**src/rtl/fft_pkg.sv**
```systemverilog
// Shared constants, types and saturation helper for the 4-point FFT datapath.
package fft_pkg;

    localparam int FFT4_N      = 4;
    localparam int SCALE_SAT   = 0;
    localparam int SCALE_SHIFT = 1;
    localparam int CPLX_W      = 16;

    typedef struct packed {
        logic signed [CPLX_W-1:0] re;
        logic signed [CPLX_W-1:0] im;
    } cplx_t;

    function automatic logic signed [63:0] sat(
        input logic signed [63:0] x,
        input int                 ow
    );
        logic signed [63:0] hi;
        logic signed [63:0] lo;
        hi = (64'sd1 <<< (ow - 1)) - 64'sd1;
        lo = -hi - 64'sd1;
        if (x > hi) begin
            return hi;
        end else if (x < lo) begin
            return lo;
        end
        return x;
    endfunction

endpackage

```
**src/rtl/fft_bfly2.sv**
```systemverilog
// Complex radix-2 butterfly: sum and difference, optional floor divide by 2.
module fft_bfly2 #(
    parameter int IW    = 16,
    parameter int SHIFT = 0,
    localparam int OW   = IW + 1 - SHIFT
) (
    input  logic signed [IW-1:0] i_a_re,
    input  logic signed [IW-1:0] i_a_im,
    input  logic signed [IW-1:0] i_b_re,
    input  logic signed [IW-1:0] i_b_im,
    output logic signed [OW-1:0] o_s_re,
    output logic signed [OW-1:0] o_s_im,
    output logic signed [OW-1:0] o_d_re,
    output logic signed [OW-1:0] o_d_im
);

    logic signed [IW:0] w_s_re;
    logic signed [IW:0] w_s_im;
    logic signed [IW:0] w_d_re;
    logic signed [IW:0] w_d_im;

    assign w_s_re = (IW+1)'(i_a_re) + (IW+1)'(i_b_re);
    assign w_s_im = (IW+1)'(i_a_im) + (IW+1)'(i_b_im);
    assign w_d_re = (IW+1)'(i_a_re) - (IW+1)'(i_b_re);
    assign w_d_im = (IW+1)'(i_a_im) - (IW+1)'(i_b_im);

    assign o_s_re = OW'(w_s_re >>> SHIFT);
    assign o_s_im = OW'(w_s_im >>> SHIFT);
    assign o_d_re = OW'(w_d_re >>> SHIFT);
    assign o_d_im = OW'(w_d_im >>> SHIFT);

endmodule

```
**src/rtl/fft4_stream.sv**
```systemverilog
// Two-stage pipelined 4-point radix-2 DIT FFT/IFFT with valid/ready flow control.
module fft4_stream
    import fft_pkg::*;
#(
    parameter int WIDTH = 16,
    parameter int SCALE = SCALE_SAT
) (
    input  logic               clk,
    input  logic               reset,
    input  logic               in_valid,
    output logic               in_ready,
    input  logic               in_inv,
    input  logic [4*WIDTH-1:0] in_re,
    input  logic [4*WIDTH-1:0] in_im,
    output logic               out_valid,
    input  logic               out_ready,
    output logic [4*WIDTH-1:0] out_re,
    output logic [4*WIDTH-1:0] out_im,
    output logic               ovf,
    input  logic               ovf_clr
);

    localparam int SH  = (SCALE == SCALE_SHIFT) ? 1 : 0;
    localparam int S1W = WIDTH + 1 - SH;
    localparam int EW  = WIDTH + 2;
    localparam int OW2 = S1W + 1 - SH;

    logic w_s1_adv;
    logic w_s2_adv;
    logic r_s1_v;
    logic r_s2_v;
    logic r_ovf;
    logic w_sat;

    logic [4*WIDTH-1:0] r_out_re;
    logic [4*WIDTH-1:0] r_out_im;

    logic signed [WIDTH-1:0] w_x_re [FFT4_N];
    logic signed [WIDTH-1:0] w_x_im [FFT4_N];

    logic signed [WIDTH:0] w_a0_re, w_a0_im, w_a1_re, w_a1_im;
    logic signed [WIDTH:0] w_b0_re, w_b0_im, w_d_re, w_d_im;

    logic signed [EW-1:0]  w_n_re [FFT4_N];
    logic signed [EW-1:0]  w_n_im [FFT4_N];
    logic signed [S1W-1:0] r_s1_re [FFT4_N];
    logic signed [S1W-1:0] r_s1_im [FFT4_N];
    logic signed [OW2-1:0] w_y_re [FFT4_N];
    logic signed [OW2-1:0] w_y_im [FFT4_N];
    logic signed [63:0]    w_z_re [FFT4_N];
    logic signed [63:0]    w_z_im [FFT4_N];

    assign w_s2_adv  = !r_s2_v || out_ready;
    assign w_s1_adv  = !r_s1_v || w_s2_adv;
    assign in_ready  = w_s1_adv;
    assign out_valid = r_s2_v;
    assign out_re    = r_out_re;
    assign out_im    = r_out_im;
    assign ovf       = r_ovf;

    always_comb begin
        for (int n = 0; n < FFT4_N; n++) begin
            w_x_re[n] = in_re[n*WIDTH +: WIDTH];
            w_x_im[n] = in_im[n*WIDTH +: WIDTH];
        end
    end

    fft_bfly2 #(.IW(WIDTH), .SHIFT(0)) u_bf_02 (
        .i_a_re (w_x_re[0]), .i_a_im (w_x_im[0]),
        .i_b_re (w_x_re[2]), .i_b_im (w_x_im[2]),
        .o_s_re (w_a0_re),   .o_s_im (w_a0_im),
        .o_d_re (w_a1_re),   .o_d_im (w_a1_im)
    );

    fft_bfly2 #(.IW(WIDTH), .SHIFT(0)) u_bf_13 (
        .i_a_re (w_x_re[1]), .i_a_im (w_x_im[1]),
        .i_b_re (w_x_re[3]), .i_b_im (w_x_im[3]),
        .o_s_re (w_b0_re),   .o_s_im (w_b0_im),
        .o_d_re (w_d_re),    .o_d_im (w_d_im)
    );

    // Twiddle negates at EW bits before any scaling so the result is exact
    always_comb begin
        w_n_re[0] = EW'(w_a0_re);
        w_n_im[0] = EW'(w_a0_im);
        w_n_re[1] = EW'(w_a1_re);
        w_n_im[1] = EW'(w_a1_im);
        w_n_re[2] = EW'(w_b0_re);
        w_n_im[2] = EW'(w_b0_im);
        if (in_inv) begin
            w_n_re[3] = -EW'(w_d_im);
            w_n_im[3] = EW'(w_d_re);
        end else begin
            w_n_re[3] = EW'(w_d_im);
            w_n_im[3] = -EW'(w_d_re);
        end
    end

    fft_bfly2 #(.IW(S1W), .SHIFT(SH)) u_bf_x02 (
        .i_a_re (r_s1_re[0]), .i_a_im (r_s1_im[0]),
        .i_b_re (r_s1_re[2]), .i_b_im (r_s1_im[2]),
        .o_s_re (w_y_re[0]),  .o_s_im (w_y_im[0]),
        .o_d_re (w_y_re[2]),  .o_d_im (w_y_im[2])
    );

    fft_bfly2 #(.IW(S1W), .SHIFT(SH)) u_bf_x13 (
        .i_a_re (r_s1_re[1]), .i_a_im (r_s1_im[1]),
        .i_b_re (r_s1_re[3]), .i_b_im (r_s1_im[3]),
        .o_s_re (w_y_re[1]),  .o_s_im (w_y_im[1]),
        .o_d_re (w_y_re[3]),  .o_d_im (w_y_im[3])
    );

    always_comb begin
        w_sat = 1'b0;
        for (int n = 0; n < FFT4_N; n++) begin
            w_z_re[n] = sat(64'(w_y_re[n]), WIDTH);
            w_z_im[n] = sat(64'(w_y_im[n]), WIDTH);
            if (w_z_re[n] != 64'(w_y_re[n]) ||
                w_z_im[n] != 64'(w_y_im[n])) begin
                w_sat = 1'b1;
            end
        end
    end

    always_ff @(posedge clk or posedge reset) begin
        if (reset) begin
            r_s1_v   <= 1'b0;
            r_s2_v   <= 1'b0;
            r_ovf    <= 1'b0;
            r_out_re <= '0;
            r_out_im <= '0;
            for (int n = 0; n < FFT4_N; n++) begin
                r_s1_re[n] <= '0;
                r_s1_im[n] <= '0;
            end
        end else begin
            if (w_s1_adv) begin
                r_s1_v <= in_valid;
                if (in_valid) begin
                    for (int n = 0; n < FFT4_N; n++) begin
                        r_s1_re[n] <= S1W'(w_n_re[n] >>> SH);
                        r_s1_im[n] <= S1W'(w_n_im[n] >>> SH);
                    end
                end
            end
            if (w_s2_adv) begin
                r_s2_v <= r_s1_v;
                if (r_s1_v) begin
                    for (int n = 0; n < FFT4_N; n++) begin
                        r_out_re[n*WIDTH +: WIDTH] <= w_z_re[n][WIDTH-1:0];
                        r_out_im[n*WIDTH +: WIDTH] <= w_z_im[n][WIDTH-1:0];
                    end
                end
            end
            // A new saturation wins over a clear in the same cycle
            r_ovf <= (SCALE == SCALE_SAT) &&
                     ((w_s2_adv && r_s1_v && w_sat) || (r_ovf && !ovf_clr));
        end
    end

endmodule
```
**config.mk**
```make
export PLATFORM = sky130hd
export DESIGN_NAME = fft4_stream
export DESIGN_NICKNAME = d
export VERILOG_FILES = /design/src/rtl/fft_pkg.sv /design/src/rtl/fft_bfly2.sv /design/src/rtl/fft4_stream.sv
export SDC_FILE = /design/constraint.sdc
export NUM_CORES = 1
export LEC_CHECK = 0
export ABC_AREA = 1
export CAP_MARGIN = 10
export CORE_UTILIZATION = 59
export CTS_CLUSTER_DIAMETER = 120
export DETAILED_ROUTE_END_ITERATION = 10
export PLACE_DENSITY = 0.89
export SLEW_MARGIN = 20
export SYNTH_ARGS = -nofsm -noshare
export SYNTH_HDL_FRONTEND = slang
export SYNTH_SLANG_ARGS = --single-unit
```
**constraint.sdc**
```tcl
create_clock -name clk -period 9.9 [get_ports clk]
set_input_delay 1.485 -clock clk [delete_from_list [all_inputs] [get_ports clk]]
set_output_delay 1.485 -clock clk [all_outputs]
set_load 0.1 [all_outputs]
```
**Yosys cells after proc, flatten, opt, wreduce, memory -nomap -nowiden**

Cells that the tools add are included.

- $add $sub $neg: 18
- Order comparisons: 16
- Equality and inequality tests: 8
- Muxes and demuxes: 46
- Reductions and logical operators: 15

Operator list:

| operator | number |
|---|---|
| $mux W64 | 24 |
| $ne A64 B18 Y1 | 8 |
| $gt A18 B16 Y1 const B | 8 |
| $lt A18 B16 Y1 const B | 8 |
| $add A17 B17 Y18 | 4 |
| $sub A17 B17 Y18 | 4 |
| $add A16 B16 Y17 | 4 |
| $sub A16 B16 Y17 | 4 |
| $mux W17 | 2 |
| $neg A17 Y17 | 2 |
| $mux W1 | 20 |
| $logic_or A1 B1 Y1 | 7 |
| $reduce_and A2 Y1 | 2 |
| $logic_and A1 B1 Y1 | 3 |
| $logic_not A1 Y1 | 3 |

- Bits in registers: 267
- Input port bits: 134
- Output and inout port bits: 131
- Logic and storage cells: 116

**Logic depth before layout (Yosys ltp)**

- Word-level depth: 13
- Mapped depth: 22
- Gate-level depth less buffers: 21

**Cells and area by module**

A second synthesis with hierarchy kept.

- Cell total of the unflattened synthesis: 4,482
- Area, all modules: 27,760.4 um^2

Modules (own cells, without submodules):

| module | times used | cells an instance | area an instance (um^2) |
|---|---|---|---|
| fft4_stream | 1 | 1,371 | 11,302.1 |
| fft_bfly2 at u_bf_02 ... | 2 | 812 | 4,194.0 |
| fft_bfly2 at u_bf_x13 | 1 | 743 | 4,085.2 |
| fft_bfly2 at u_bf_x02 | 1 | 744 | 3,985.1 |

**Least setup slack after synthesis**

OpenSTA, ideal clock, no wires.

- Kind: input-to-output
- Start: input port out_ready
- End: output port in_ready
- Data arrival time: 2.293 ns
- Required time: 8.415 ns
- Path slack: 6.122 ns
- Stages on the path: 2
- Buffers on the path: 0
- Cells stage by stage: inv_1 nand3_1

- Word-level cells in the longest chain between the ends: 2

Ends and longest elaborated chain:

| element | RTL line | text |
|---|---|---|
| start: declaration | fft4_stream.sv:16 | `input logic out_ready,` |
| $logic_or A1 B1 Y1 | fft4_stream.sv:53 | `assign w_s2_adv = !r_s2_v \|\| out_ready;` |
| $logic_or A1 B1 Y1 | fft4_stream.sv:54 | `assign w_s1_adv = !r_s1_v \|\| w_s2_adv;` |
| end: declaration | fft4_stream.sv:11 | `output logic in_ready,` |

Every way passes these cells.

**Final worst setup path**

Same ends and word-level chain as after synthesis.

==> impl_metrics.tcl <==
set metrics [dict create \
    synthFlopType "dfrtp_1" \
    synth_area_um2 25700 \
    coreArea_um2 43100 \
    dieArea_um2 44400 \
    min_period_over_period 0.484 \
    ys_types 61 \
    hpwl_mm 62.9 \
    skew_ps 13.4 \
    track_usage 0.350 \
    yosys-top-cells-count "nand2_1 (1172), inv_1 (510), ha_1 (266)" \
    cts_hold_buf 0 \
    grt_pass1_vias 23800 \
    switching_power_mw 5.47 \
    finalHoldViolations 0 \
    relSlewSlack 0.258 \
    fp.dieW_um 211 \
    via_per_inst 5.59 \
    tightest_slew_ps 1110 \
    path_class "primary input to output pin" \
    crit_arrival_ps 3300 \
    ys_ff_latch 263 \
    netlist_instances 3831 \
    synth_edf_count 0 \
    drc 0 \
    peakVddDrop_mv 0.318 \
    startpoint_type "primary input" \
    cts_sinks 263 \
    hold_ws_ps 476 \
    synth_top_area_share 0.256 \
    grt_pass1_wl_mm 125 \
    rsz0062_at_grt "false" \
    synth_nets 4247 \
    vias 25800 \
    comb_power_share 0.678 \
    leakagePower_nw 15.7 \
    drive_above_1_share 0.0660 \
    min_path_type "register to register" \
    synthToLayoutAreaGrowth_pct 14.7 \
    postCtsSetupRepairBufs 0 \
    grt-ovfl-total 0 \
    dieHeight_um 211 \
    crit_required_ps 8420 \
    synth_top_cell_by_area "dfrtp_1" \
    status "finished, final reports clean" \
    synthMostInstantiatedCell "nand2_1" \
    setup-violations-final 0 \
    grt_max_degree 124 \
    numPortBuffers 264 \
    cap_violations 0 \
    fin_tns_setup_ps 0 \
    ys_seq_area_frac 0.256 \
    start_util 0.597 \
    gp_congestion 1.01 \
    synth_warnings 0 \
    final_net_count 4424 \
    path_max_fanout 3 \
    ys_async_sr_fraction 1.00 \
    clk_pin_slew_worst_paths_ps 60 \
    min_period_ps 4790 \
    cts_buffer_depth 3 \
    cts_tree "done" \
    num_io_pins 265 \
    seqPwrFrac 0.195 \
    htree_levels 1 \
    routed_wl_mm 78.5 \
    r2r_slack_ps 6620 \
    wl_per_cell_um 17.0 \
    cts-root-buf "clkbuf_16" \
    intPower_mw 3.81 \
    final_antenna_net_count 0 \
    antenna_found_initial 1 \
    p_sw_frac 0.589 \
    fill_cells 3709 \
    numCtsBuffers 30 \
    synth_area_leaders "dfrtp_1 (26%), nand2_1 (17%), ha_1 (13%)" \
    drt_iter0_markers 2852 \
    p_clk_frac 0.127 \
    p_per_area_nw_per_um2 315 \
    ctsResizeCount 0 \
    fmax_mhz 209 \
    clkLatencyLatePin_ps 580 \
    avgSynthCellArea_um2 6.71 \
    drt_first_pass_iters 6 \
    placementRows 76 \
    slew_violations 0 \
    critPathCaptureType "output pin" \
]
==> state kept, by name (all words and copies together), names as in the netlist <==
register and count:
r_s1_im 67, r_s1_re 65, out_im 64, out_re 64, out_valid 1, ovf 1, r_s1_v 1
==> power groups by stage <==
| stage | Combinational [mW] | Clock [mW] | Sequential [mW] |
|---|---|---|---|
| 2_1_floorplan | 2.97 | 0 | 3.54 |
| 3_3_place_gp | 6.09 | 0 | 1.80 |
| 3_5_place_dp | 6.17 | 0 | 1.81 |
| 4_1_cts | 6.21 | 1.18 | 1.80 |
| 5_1_grt | 6.74 | 1.22 | 1.84 |
| 6_report | 6.29 | 1.18 | 1.81 |
==> critical path: stages <==
cell and delay, ps:
clkdlybuf4s50_1 460, inv_1 50, nand3_1 150, clkdlybuf4s50_1 1170
==> worst paths after layout <==
kind	end	startpoint	depth (start not counted)
max reg2reg	out_re[42]	r_s1_im[0]	16
max in group asynchronous	r_s1_im[27]	reset	3
min in group asynchronous	out_im[23]	reset	2
min reg2reg	out_re[33]	out_re[33]	1
max	in_ready	out_ready	4
min	out_re[33]	out_re[33]	1
==> layout make-up <==
type,instances,area [µm²],area share
Tap cell,585,732,0.0248
Multi-Input combinational cell,2883,16300,0.553
Sequential cell,263,6580,0.223
Timing Repair Buffer,271,2700,0.0914
Antenna cell,1,2.50,0.0000849
Inverter,559,2110,0.0715
Clock inverter,18,200,0.00679
Clock buffer,38,852,0.0289
==> cells in the final DEF, fill, tap and decap left out, types with 47 or more instances in the layout <==
master           count
ha_1               266
nand2_1           1170
inv_1              508
o21ai_0            203
inv_2               47
clkdlybuf4s50_1    264
o21ai_1             53
a21oi_1            224
nand3_1            209
xor2_1             133
nor2_1             217
dfrtp_1            263
==> logic make-up (layout without fill, tap and decap cells) <==
group | count (synthesis) | in the layout | share of synthesized area
fa+ha+maj | 282 | 282 | 0.142
compound gates | 657 | 657 | 0.147
flops | 263 | 263 | 0.256
xor+xnor | 153 | 153 | 0.0524
other cells | 0 | 1 | 0
simple gates | 1791 | 1791 | 0.293
buf+inv | 685 | 886 | 0.110
==> through the flow <==
| stage | setup WS (ps) | utilization | area [µm²] | cells | total power, mW |
|---|---|---|---|---|---|
| floorplan | 1170 | - | 25700 | 3831 | 6.51 |
| global placement | 5140 | 0.660 | 28400 | 4561 | 7.89 |
| detailed placement | 5110 | 0.660 | 28400 | 4561 | 7.98 |
| CTS | 5100 | 0.685 | 29500 | 4617 | 9.18 |
| global route | 5060 | 0.685 | 29500 | 4617 | 9.81 |
| finish | 5110 | 0.685 | 29500 | 4618 | 9.28 |
==> layer usage <==
layer	global-route usage	share of wire	vias up
met2	0.557	0.44	1162
met4	0.115	0.035	0
met5	0	0	-
met1	0.488	0.44	11900
met3	0.0517	0.086	171
li1	-	-	12600
Power figures use the tool's default switching activity.
